===== config.mk =====
export PLATFORM = sky130hd
export DESIGN_NAME = pc_sequencer
export DESIGN_NICKNAME = d
export VERILOG_FILES = /design/src/rtl/pc_sequencer.sv
export SDC_FILE = /design/constraint.sdc
export NUM_CORES = 1
export LEC_CHECK = 0
export CELL_PAD_IN_SITES_DETAIL_PLACEMENT = 0
export CELL_PAD_IN_SITES_GLOBAL_PLACEMENT = 1
export CORE_UTILIZATION = 25
export DETAILED_ROUTE_END_ITERATION = 8
export PLACE_DENSITY_LB_ADDON = 0.08
export RECOVER_POWER = 100
export SLEW_MARGIN = 20
export SYNTH_ARGS = -nofsm -noshare
export SYNTH_HDL_FRONTEND = slang
export SYNTH_SLANG_ARGS = --single-unit

===== constraint.sdc =====
create_clock -name clk -period 2.5 [get_ports clk]
set_clock_uncertainty 0.2 [all_clocks]
set_input_delay 0.25 -clock clk [delete_from_list [all_inputs] [get_ports clk]]
set_output_delay 0.25 -clock clk [all_outputs]
set_load 0.02 [all_outputs]

===== src/rtl/pc_sequencer.sv =====
// Next-PC sequencer and instruction-fetch controller: redirect arbitration,
// imem request/ack handshake, redirect buffering across in-flight fetches and stall hold.
module pc_sequencer #(
    parameter logic [31:0] RESET_VEC = 32'h0000_3000,
    parameter logic [31:0] EXC_VEC   = 32'h0000_4180
) (
    input  logic        clk,
    input  logic        rst,
    input  logic [31:0] pc,
    input  logic        imem_ack,
    input  logic        stall,
    input  logic        exc_valid,
    input  logic        eret_valid,
    input  logic [31:0] epc,
    input  logic        jr_valid,
    input  logic [31:0] jr_target,
    input  logic        j_valid,
    input  logic [31:0] j_target,
    input  logic        br_taken,
    input  logic [31:0] br_target,
    output logic [31:0] npc,
    output logic        imem_req,
    output logic        inst_valid,
    output logic        redir_pend,
    output logic        addr_err
);

    // state | meaning
    // BOOT  | first cycle after reset, no fetch issued yet
    // REQ   | fetch for pc outstanding, waiting on imem_ack
    // HOLD  | instruction fetched but downstream stalled; PC frozen
    typedef enum logic [1:0] {
        BOOT = 2'd0,
        REQ  = 2'd1,
        HOLD = 2'd2
    } state_t;

    state_t      state;
    state_t      state_nx;
    logic        pend_v;
    logic        pend_v_nx;
    logic [31:0] pend_tgt;
    logic [31:0] pend_tgt_nx;
    logic        pend_exc;
    logic        pend_exc_nx;

    logic        redir;
    logic [31:0] tgt;
    logic        apply;
    logic [31:0] app_raw;
    logic        keep_exc;

    always_comb begin
        redir = exc_valid | eret_valid | jr_valid | j_valid | br_taken;
        tgt   = '0;
        if (exc_valid)       tgt = EXC_VEC;
        else if (eret_valid) tgt = epc;
        else if (jr_valid)   tgt = jr_target;
        else if (j_valid)    tgt = j_target;
        else if (br_taken)   tgt = br_target;
    end

    // A buffered exception wins over any newer, lower-priority redirect.
    assign keep_exc = pend_v && pend_exc && !exc_valid;

    always_comb begin
        npc         = pc;
        imem_req    = 1'b0;
        inst_valid  = 1'b0;
        addr_err    = 1'b0;
        apply       = 1'b0;
        app_raw     = '0;
        state_nx    = state;
        pend_v_nx   = pend_v;
        pend_tgt_nx = pend_tgt;
        pend_exc_nx = pend_exc;
        if (rst) begin
            npc = RESET_VEC;
        end else begin
            case (state)
                BOOT: begin
                    state_nx = REQ;
                    if (redir) begin
                        apply   = 1'b1;
                        app_raw = tgt;
                    end
                end
                REQ: begin
                    imem_req = 1'b1;
                    if (!imem_ack) begin
                        if (redir && !keep_exc) begin
                            pend_v_nx   = 1'b1;
                            pend_tgt_nx = tgt;
                            pend_exc_nx = exc_valid;
                        end
                    end else if (pend_v || redir) begin
                        apply       = 1'b1;
                        app_raw     = (redir && !keep_exc) ? tgt : pend_tgt;
                        pend_v_nx   = 1'b0;
                        pend_exc_nx = 1'b0;
                    end else if (!stall) begin
                        inst_valid = 1'b1;
                        npc        = pc + 32'd4;
                    end else begin
                        state_nx = HOLD;
                    end
                end
                HOLD: begin
                    if (redir) begin
                        apply    = 1'b1;
                        app_raw  = tgt;
                        state_nx = REQ;
                    end else if (!stall) begin
                        inst_valid = 1'b1;
                        npc        = pc + 32'd4;
                        state_nx   = REQ;
                    end
                end
                default: state_nx = BOOT;
            endcase
        end
        if (apply) begin
            npc      = {app_raw[31:2], 2'b00};
            addr_err = |app_raw[1:0];
        end
    end

    always_ff @(posedge clk) begin
        if (rst) begin
            state    <= BOOT;
            pend_v   <= 1'b0;
            pend_tgt <= '0;
            pend_exc <= 1'b0;
        end else begin
            state    <= state_nx;
            pend_v   <= pend_v_nx;
            pend_tgt <= pend_tgt_nx;
            pend_exc <= pend_exc_nx;
        end
    end

    assign redir_pend = pend_v && !rst;

endmodule


=== Word-level counts from Yosys, hierarchy flattened ===
Cells that the tools add are included.

* Register bits: 36
* Bits in latches: 0
* RAM bits: 0
* Memory bits (read-only): 0
* Input port bits: 169
* Output and inout bits: 36
* Logic and storage cells: 75
* Memories: 0

* $add $sub $neg: 1
* Multipliers: 0
* Div/mod/pow operators: 0
* Order comparisons: 0
* Equality and inequality tests: 7
* Shift operators: 0
* Multiplexer cells: 43
* Bitwise operators: 5
* Reductions and logical operators: 15

{| class="wikitable"
|+ Operator list
! operator !! number
|-
| 32-bit 2-to-1 mux || 16
|-
| 32-bit case mux with 2 select lines || 2
|-
| 32-bit by 3-bit adder with 32-bit output, second input constant || 1
|-
| 1-bit 2-to-1 mux || 17
|-
| 2-bit 2-to-1 mux || 5
|-
| 2-bit inequality test, second input constant || 3
|-
| 2-bit case mux with 3 select lines || 1
|-
| 1-bit logical AND || 4
|-
| 1-bit OR || 4
|-
| 1-bit case mux with 2 select lines || 2
|-
| 4-bit AND reduction || 1
|-
| 2-bit OR reduction || 2
|-
| 1-bit zero test || 3
|-
| 3-bit inequality test, second input constant || 1
|-
| 3-bit AND reduction || 1
|-
| 2-bit by 1-bit equality test with 1-bit output, second input constant || 1
|-
| 2-bit equality test, second input constant || 1
|-
| 2-bit zero test || 1
|-
| 2-bit by 1-bit inequality test with 1-bit output, second input constant || 1
|-
| 2-bit AND reduction || 1
|-
| 2-bit nonzero test || 1
|-
| 1-bit logical OR || 1
|-
| 1-bit inverter || 1
|}

=== Longest topological paths before layout ===
Gate-level depths: netlist (run 1).

* Depth after elaboration: 12
* Gate-level depth with buffers: 10
* Mapped depth without buffers: 8

=== Least setup slack after synthesis (run 1) ===
OpenSTA, ideal clock, no wires.

* Path type: input-to-output
* Start: in j_valid
* End: out npc[19]
* Arrival time: 2260 ps
* Data required time: 2050 ps
* Setup slack: -210 ps
* Cell stages on the path: 8
* Cell sequence: buf_6 > or4_4 > buf_6 > o31ai_4 > a21oi_2 > or2_0 > buf_2 > o32ai_1

* Word-level cells in the longest chain between the ends: 10
* Elaborated cells on any way between the ends: 25
* Classes of those cells: 21 x mux; 2 x bitwise; 2 x reduce/logical

{| class="wikitable"
|+ Ends and longest elaborated chain
! element !! RTL line !! text
|-
| start: declaration || 17 || <nowiki>input logic j_valid,</nowiki>
|-
| 32-bit 2-to-1 mux || 59 || <nowiki>else if (j_valid) tgt = j_target;</nowiki>
|-
| 32-bit 2-to-1 mux || 58 || <nowiki>else if (jr_valid) tgt = jr_target;</nowiki>
|-
| 32-bit 2-to-1 mux || 57 || <nowiki>else if (eret_valid) tgt = epc;</nowiki>
|-
| 32-bit 2-to-1 mux || 56 || <nowiki>if (exc_valid) tgt = EXC_VEC;</nowiki>
|-
| 32-bit 2-to-1 mux || -- ||
|-
| 32-bit 2-to-1 mux || 96 || <nowiki>end else if (pend_v || redir) begin</nowiki>
|-
| 32-bit 2-to-1 mux || 90 || <nowiki>if (!imem_ack) begin</nowiki>
|-
| 32-bit case mux with 2 select lines || 80 || <nowiki>case (state)</nowiki>
|-
| 32-bit 2-to-1 mux || 77 || <nowiki>if (rst) begin</nowiki>
|-
| 32-bit 2-to-1 mux (*) || 122 || <nowiki>if (apply) begin</nowiki>
|-
| end: declaration || 21 || <nowiki>output logic [31:0] npc,</nowiki>
|}

Every way passes the cells marked *; elsewhere a longest branch is shown, timed or not.

=== Worst setup path after layout (run 1) ===
* Start: reg state[1]
* End: out npc[27]

* Word-level cells in the longest chain between the ends: 5
* Elaborated cells on any way between the ends: 11
* Classes of those cells: 2 x eq/ne; 7 x mux; 2 x reduce/logical

{| class="wikitable"
|+ Ends and longest elaborated chain
! element !! RTL line !! text
|-
| start: declaration || 38 || <nowiki>state_t state;</nowiki>
|-
| start signal: assignment || 135 || <nowiki>state <= state_nx;</nowiki>
|-
| 2-bit equality test or 2-bit zero test (tied branches) || 80 ||
|-
| 2-bit OR reduction (no source line) || -- ||
|-
| 32-bit case mux with 2 select lines or 1-bit case mux with 2 select lines (tied branches) || 80 ||
|-
| 32-bit 2-to-1 mux or 1-bit 2-to-1 mux (tied branches) || 77 ||
|-
| 32-bit 2-to-1 mux (*) || 122 ||
|}

Marked as above.

==> results of run 1 <==
[worst max-delay path: cells and delay by family (launching register included)]
kind / cells / cell delay (ps)
DFF: 1 / 360
and+or+nand+nor: 2 / 590
buffers and inverters: 4 / 540
adders and majority gates: 1 / 150
AOI/OAI and AO/OA: 3 / 380
[state kept, by name (all words and copies together) (netlist names)]
| register | count |
|---|---|
| pend_tgt | 32 |
| state | 2 |
| pend_exc | 1 |
| pend_v | 1 |
[power by group through the flow]
stage | clock network, mW | registers [mW] | logic, mW
final | 0.612 | 0.620 | 1.83
after global placement | 0 | 0.622 | 1.37
after floorplan | 0 | 0.623 | 0.602
after CTS | 0.624 | 0.618 | 1.66
after detailed placement | 0 | 0.623 | 1.38
after global routing | 0.651 | 0.623 | 1.93
[cells in the final DEF, fill, tap and decap left out, drive strengths merged, types with 16 or more instances in the layout]
master / count
o22ai: 20
inv: 16
nor2b: 32
nand2: 57
o21ai: 54
nor3: 34
dfxtp: 36
a21oi: 50
nor2: 28
a221oi: 34
a2bb2oi: 18
clkdlybuf4s50: 149
nand3: 19
buf: 226
[how the worst min path moves through the flow]
stage                       startpoint           end  slack (ps)  depth (start not counted)
after detailed placement  pend_tgt[28]  pend_tgt[28]         240                          2
after global routing       pend_tgt[5]   pend_tgt[5]         290                          2
after global placement    pend_tgt[25]  pend_tgt[25]         230                          2
final                     pend_tgt[24]  pend_tgt[24]         250                          2
after floorplan           pend_tgt[13]  pend_tgt[13]         220                          2
after CTS                 pend_tgt[24]  pend_tgt[24]         260                          2
[what timing repair did]
action / CTS / global route
hold endpoints to repair: 0 / 0
endpoints found under the setup margin: 34 / 54
cloned: 5 / 4
pin swaps: 57 / 44
gates resized for setup: 362 / 91
setup buffers: 38 / 8
[stage by stage]
stage / power [mW] / TNS [ps]
CTS: 2.903 / -4947
global placement: 1.992 / -33230
floorplan: 1.224 / -1350
detailed placement: 2.000 / -34670
finish: 3.061 / -5268
global route: 3.204 / -7088
[layout make-up]
| type | instances | area (um2) | area share, % |
|---|---|---|---|
| Sequential cell | 36 | 725.7 | 8.015 |
| Timing Repair Buffer | 399 | 3885 | 42.91 |
| Clock buffer | 5 | 125.1 | 1.382 |
| Multi-Input combinational cell | 479 | 3970 | 43.85 |
| Inverter | 16 | 65.06 | 0.7186 |
| Tap cell | 216 | 270.3 | 2.985 |
| Clock inverter | 2 | 12.51 | 0.1382 |
[cells by family after synthesis]
logic type	after synthesis	synth area share (%)
buffers and inverters	74	7.769
AO/OA/AOI/OAI	254	44.31
multiplexers	3	0.7458
AND/OR/NAND/NOR	217	27.72
adder cells (fa/ha/maj)	5	1.554
flip-flops	36	17.90
[routing by layer]
metal	vias up	GRT usage [%]	part of all wire, %	wire length (um)
met2	255	43.43	48	10530
met5	-	0	0	0
met4	0	9.550	2.7	582
li1	2989	-	-	-
met3	32	3.909	6.1	1337
met1	2908	32.15	43	9352
==> impl_metrics.json, run 1 <==
{
  "status": "complete, but fails checks",
  "violations": "negative setup slack",
  "dpl.cell_count": 1098,
  "initial_core_util_pct": 25.44,
  "post-route-min-period_ps": 2759,
  "power_frac_seq_pct": 20.2,
  "die_area_um2": 16620,
  "start_kind": "register",
  "htreeDepth": 2,
  "crit_path_top_delay_cell": "or3_4",
  "tritoncts": "done",
  "yosysUniqueCellTypes": 56,
  "synth.area.top_cells": "dfxtp_1, a221oi_1, o21ai_0",
  "drc": 0,
  "pin_count": 205,
  "combPwrFrac_pct": 59.8,
  "gr-usage-all-layers_pct": 25.43,
  "slew_viol_final": 0,
  "clock-sinks": 36,
  "die_x_um": 128.9,
  "nets": 1111,
  "crit_chain": "buf_6, ha_4, or2_4, a21oi_4, or3_4, buf_12, buf_8, a2bb2oi_2, o22ai_2, buf_6",
  "maxCapViolations": 0,
  "overflow": 0,
  "viasPerCell": 5.363,
  "slew_headroom_pct": 63.78,
  "synth_common_cells": "nand2_1, o21ai_0, a21oi_1",
  "cts_buffers": 5,
  "crit_fanout": 5,
  "die_height_um": 128.9,
  "wl_mm": 21.80,
  "syn2layout_area_growth_pct": 124.9,
  "dp_hpwl_mm": 16.33,
  "fmax_mhz": 362.4,
  "end_kind": "output pin",
  "io_buffers": 204,
  "clk_pin_slew_ps": 60,
  "final_cells": 1153,
  "finalCritPeriodShare_pct": 110.4,
  "peakVddDrop_uv": 234.4,
  "slowest_delay_ps": 410,
  "startpoint": "state[1]",
  "antenna_found_initial": 0,
  "dpl_worst_slack_ps": -1000,
  "synthArstFlopShare_pct": 0,
  "crit_top_cell": "buf_6",
  "dr_total_vias": 6184,
  "detail-route-antenna-nets": 0,
  "seq_area_frac_synth_pct": 17.90,
  "ctsHoldBuffers": 0,
  "drive_gt1_share_pct": 42.26,
  "power.density_nw_per_um2": 338.1,
  "rsz0062_at_grt": "true",
  "p_int_mw": 1.958,
  "worstSetupEndpoint": "npc[27]",
  "required_ps": 2050,
  "reg2reg_slack_ps": 550,
  "cts-root-buf": "clkbuf_16",
  "routedWlPerCell_um": 18.91,
  "ys_ff_latch": 36,
  "synth_cells": 589,
  "r2r-end": "pend_tgt[22]",
  "yosysTopAreaCell": "dfxtp_1",
  "grt_pass1_wl_mm": 32.84,
  "num-fill-cells": 1436,
  "netSwitchingFraction_pct": 36.04,
  "cts_max_path_buffers": 2,
  "placed_area_um2": 7382,
  "final_core_util_pct": 57.20,
  "clkPwrFrac_pct": 20.0,
  "synth.most_common_cell": "nand2_1",
  "gp_congestion": 0.9385,
  "core.rowCount": 46,
  "synth_top_area_share_pct": 17.90,
  "grt_pass1_vias": 6097,
  "whs_ps": 254.7,
  "avgSynthCellArea_um2": 6.836,
  "reg2reg_from": "pend_v",
  "leakage_nw": 3.474,
  "drtIter0Drc": 446,
  "synth_nets": 763,
  "synth_edf_count": 0,
  "drtPass1Iterations": 5,
  "cp.arrival_ps": 2310,
  "critPathKind": "register to output pin",
  "clk_latency_ps": 290,
  "hold_violations": 0,
  "coreArea_um2": 15830,
  "setup_viol": 33,
  "timing_worst_slew_pin_value_ps": 543.3,
  "ys.flop_type": "dfxtp_1",
  "fin_area_um2": 9054,
  "rr_worst_depth": 8,
  "antennaDiodeCount": 0,
  "finalWorstSetupSlack_ps": -259.3,
  "synth_area_um2": 4026,
  "grt_max_degree": 62,
  "p_sw_mw": 1.103,
  "hp-class": "register to register",
  "ys_warn_count": 0
}
(Power assumes the default switching activity.)
==> inputs of run 2 (changes only) <==
Settings changed: CORE_MARGIN set to 2, SKIP_LAST_GASP set to 1.
==> run 2 against run 1 <==
Net effect:
- the flow still finishes with violations (negative setup slack)
- worst hold slack gained 2.1 ps
- maximum frequency shrank 1.6%
- via count shrank 0.92%
==> impl_metrics.json, run 2 (same netlist as run 1, synthesis figures left out) <==
{
  "status": "complete, but fails checks",
  "violations": "negative setup slack",
  "clock-sinks": 36,
  "combPwrFrac_pct": 57.6,
  "post-route-min-period_ps": 2804,
  "detail-route-antenna-nets": 0,
  "largest_reg_flops": 32,
  "clk_pin_slew_ps": 50,
  "top_register": "pend_tgt",
  "dp_hpwl_mm": 16.67,
  "drive_gt1_share_pct": 38.01,
  "grt_max_degree": 65,
  "drc": 0,
  "maxCapViolations": 0,
  "slew_headroom_pct": 64.92,
  "setup_viol": 33,
  "final_cells": 1150,
  "netSwitchingFraction_pct": 35.62,
  "htreeDepth": 2,
  "cp.arrival_ps": 2350,
  "start_kind": "primary input",
  "placed_area_um2": 7505,
  "reg_top3": "pend_tgt x32, state x2",
  "dpl.cell_count": 1111,
  "setup_tns_ps": -6573,
  "fin_area_um2": 8683,
  "p_int_mw": 1.873,
  "drtPass1Iterations": 5,
  "cts-root-buf": "clkbuf_16",
  "hold_violations": 0,
  "viasPerCell": 5.328,
  "wl_mm": 21.60,
  "nets": 1107,
  "drtIter0Drc": 410,
  "peakVddDrop_uv": 234.6,
  "coreArea_um2": 15830,
  "fmax_mhz": 356.6,
  "crit_fanout": 7,
  "finalWorstSetupSlack_ps": -304.2,
  "grt_pass1_vias": 5937,
  "cts_max_path_buffers": 2,
  "gp_congestion": 0.9220,
  "power_frac_seq_pct": 21.2,
  "num-fill-cells": 1508,
  "dpl_worst_slack_ps": -1139,
  "slew_viol_final": 0,
  "final_common_cell": "buf_4",
  "die_area_um2": 17140,
  "pin_count": 205,
  "tritoncts": "done",
  "die_height_um": 130.9,
  "power.density_nw_per_um2": 335.1,
  "p_sw_mw": 1.036,
  "die_x_um": 130.9,
  "routedWlPerCell_um": 18.78,
  "timing_worst_slew_pin_value_ps": 521.7,
  "initial_core_util_pct": 25.44,
  "whs_ps": 256.8,
  "hp-class": "register to register",
  "critPathKind": "primary input to output pin",
  "syn2layout_area_growth_pct": 115.7,
  "leakage_nw": 3.404,
  "gr-usage-all-layers_pct": 24.20,
  "clkPwrFrac_pct": 21.2,
  "grt_pass1_wl_mm": 31.83,
  "required_ps": 2050,
  "overflow": 0,
  "final_cell_mix": "buf_4, clkdlybuf4s50_1, nand2_1, a21oi_1, o21ai_0",
  "rsz0062_at_grt": "true",
  "end_kind": "output pin",
  "finalCritPeriodShare_pct": 112.2,
  "cts_buffers": 5,
  "io_buffers": 204,
  "antennaDiodeCount": 0,
  "antenna_found_initial": 0,
  "clk_latency_ps": 290,
  "dr_total_vias": 6127,
  "core.rowCount": 46
}
## run 2: cell types whose count changed in the layout (fill, tap and decap cells not counted), sizes merged, moves of 2 or more
cell / delta
dlygate4sd2: +2
buf: -2
clkdlybuf4s15: -2
clkbuf: +2
## run 2: final cells by class
type / instances / area, um2 / area share [%]
clock buffers: 7 / 132.6 / 1.527
clock inverters: 1 / 8.758 / 0.1009
inverters: 16 / 62.56 / 0.7205
multi-input cells: 479 / 3749 / 43.17
flip-flops and latches: 36 / 725.7 / 8.357
well taps: 216 / 270.3 / 3.112
repair buffers: 395 / 3735 / 43.01
## run 2: routing by layer
metal	vias up	track usage (%)	wire, um
met4	0	8.010	560
met2	249	42.03	10450
li1	2974	-	-
met3	34	4.194	1402
met5	-	0	0
met1	2870	30.37	9193
## run 2: worst max-delay path: stages
cell and delay, ps:
buf_6 90, or4_4 640, nor3_4 290, a22oi_2 200
a21o_1 190, a21o_1 190, a221o_1 340, buf_6 150
## run 2: final timing paths
kind | startpoint | end | slack, ps | cells after the start
worst min register to register | pend_tgt[22] | pend_tgt[22] | 260 | 2
worst max register to register | pend_v | pend_tgt[1] | 690 | 8
worst max-delay path | jr_valid | npc[12] | -300 | 8
worst min-delay path | pend_tgt[22] | pend_tgt[22] | 260 | 2
## run 2: repair_timing
item,CTS,global route
gates resized for setup,324,50
pin swaps,42,17
cloned,4,2
hold buffers,0,0
setup buffers,13,16
setup endpoints to repair,54,35
## run 2: power by group through the flow
stage          combinational, mW  clock [mW]  sequential, mW
6_report                    1.68       0.615           0.617
4_1_cts                     1.56       0.630           0.616
3_3_place_gp                1.39           0           0.622
2_1_floorplan              0.602           0           0.623
5_1_grt                     1.78       0.657           0.620
3_5_place_dp                1.40           0           0.624
## run 2: through the flow
step,power [mW],utilization [%]
2_1_floorplan,1.224,-
3_3_place_gp,2.009,47.42
3_5_place_dp,2.019,47.42
4_1_cts,2.809,52.20
5_1_grt,3.054,54.86
6_report,2.910,54.86
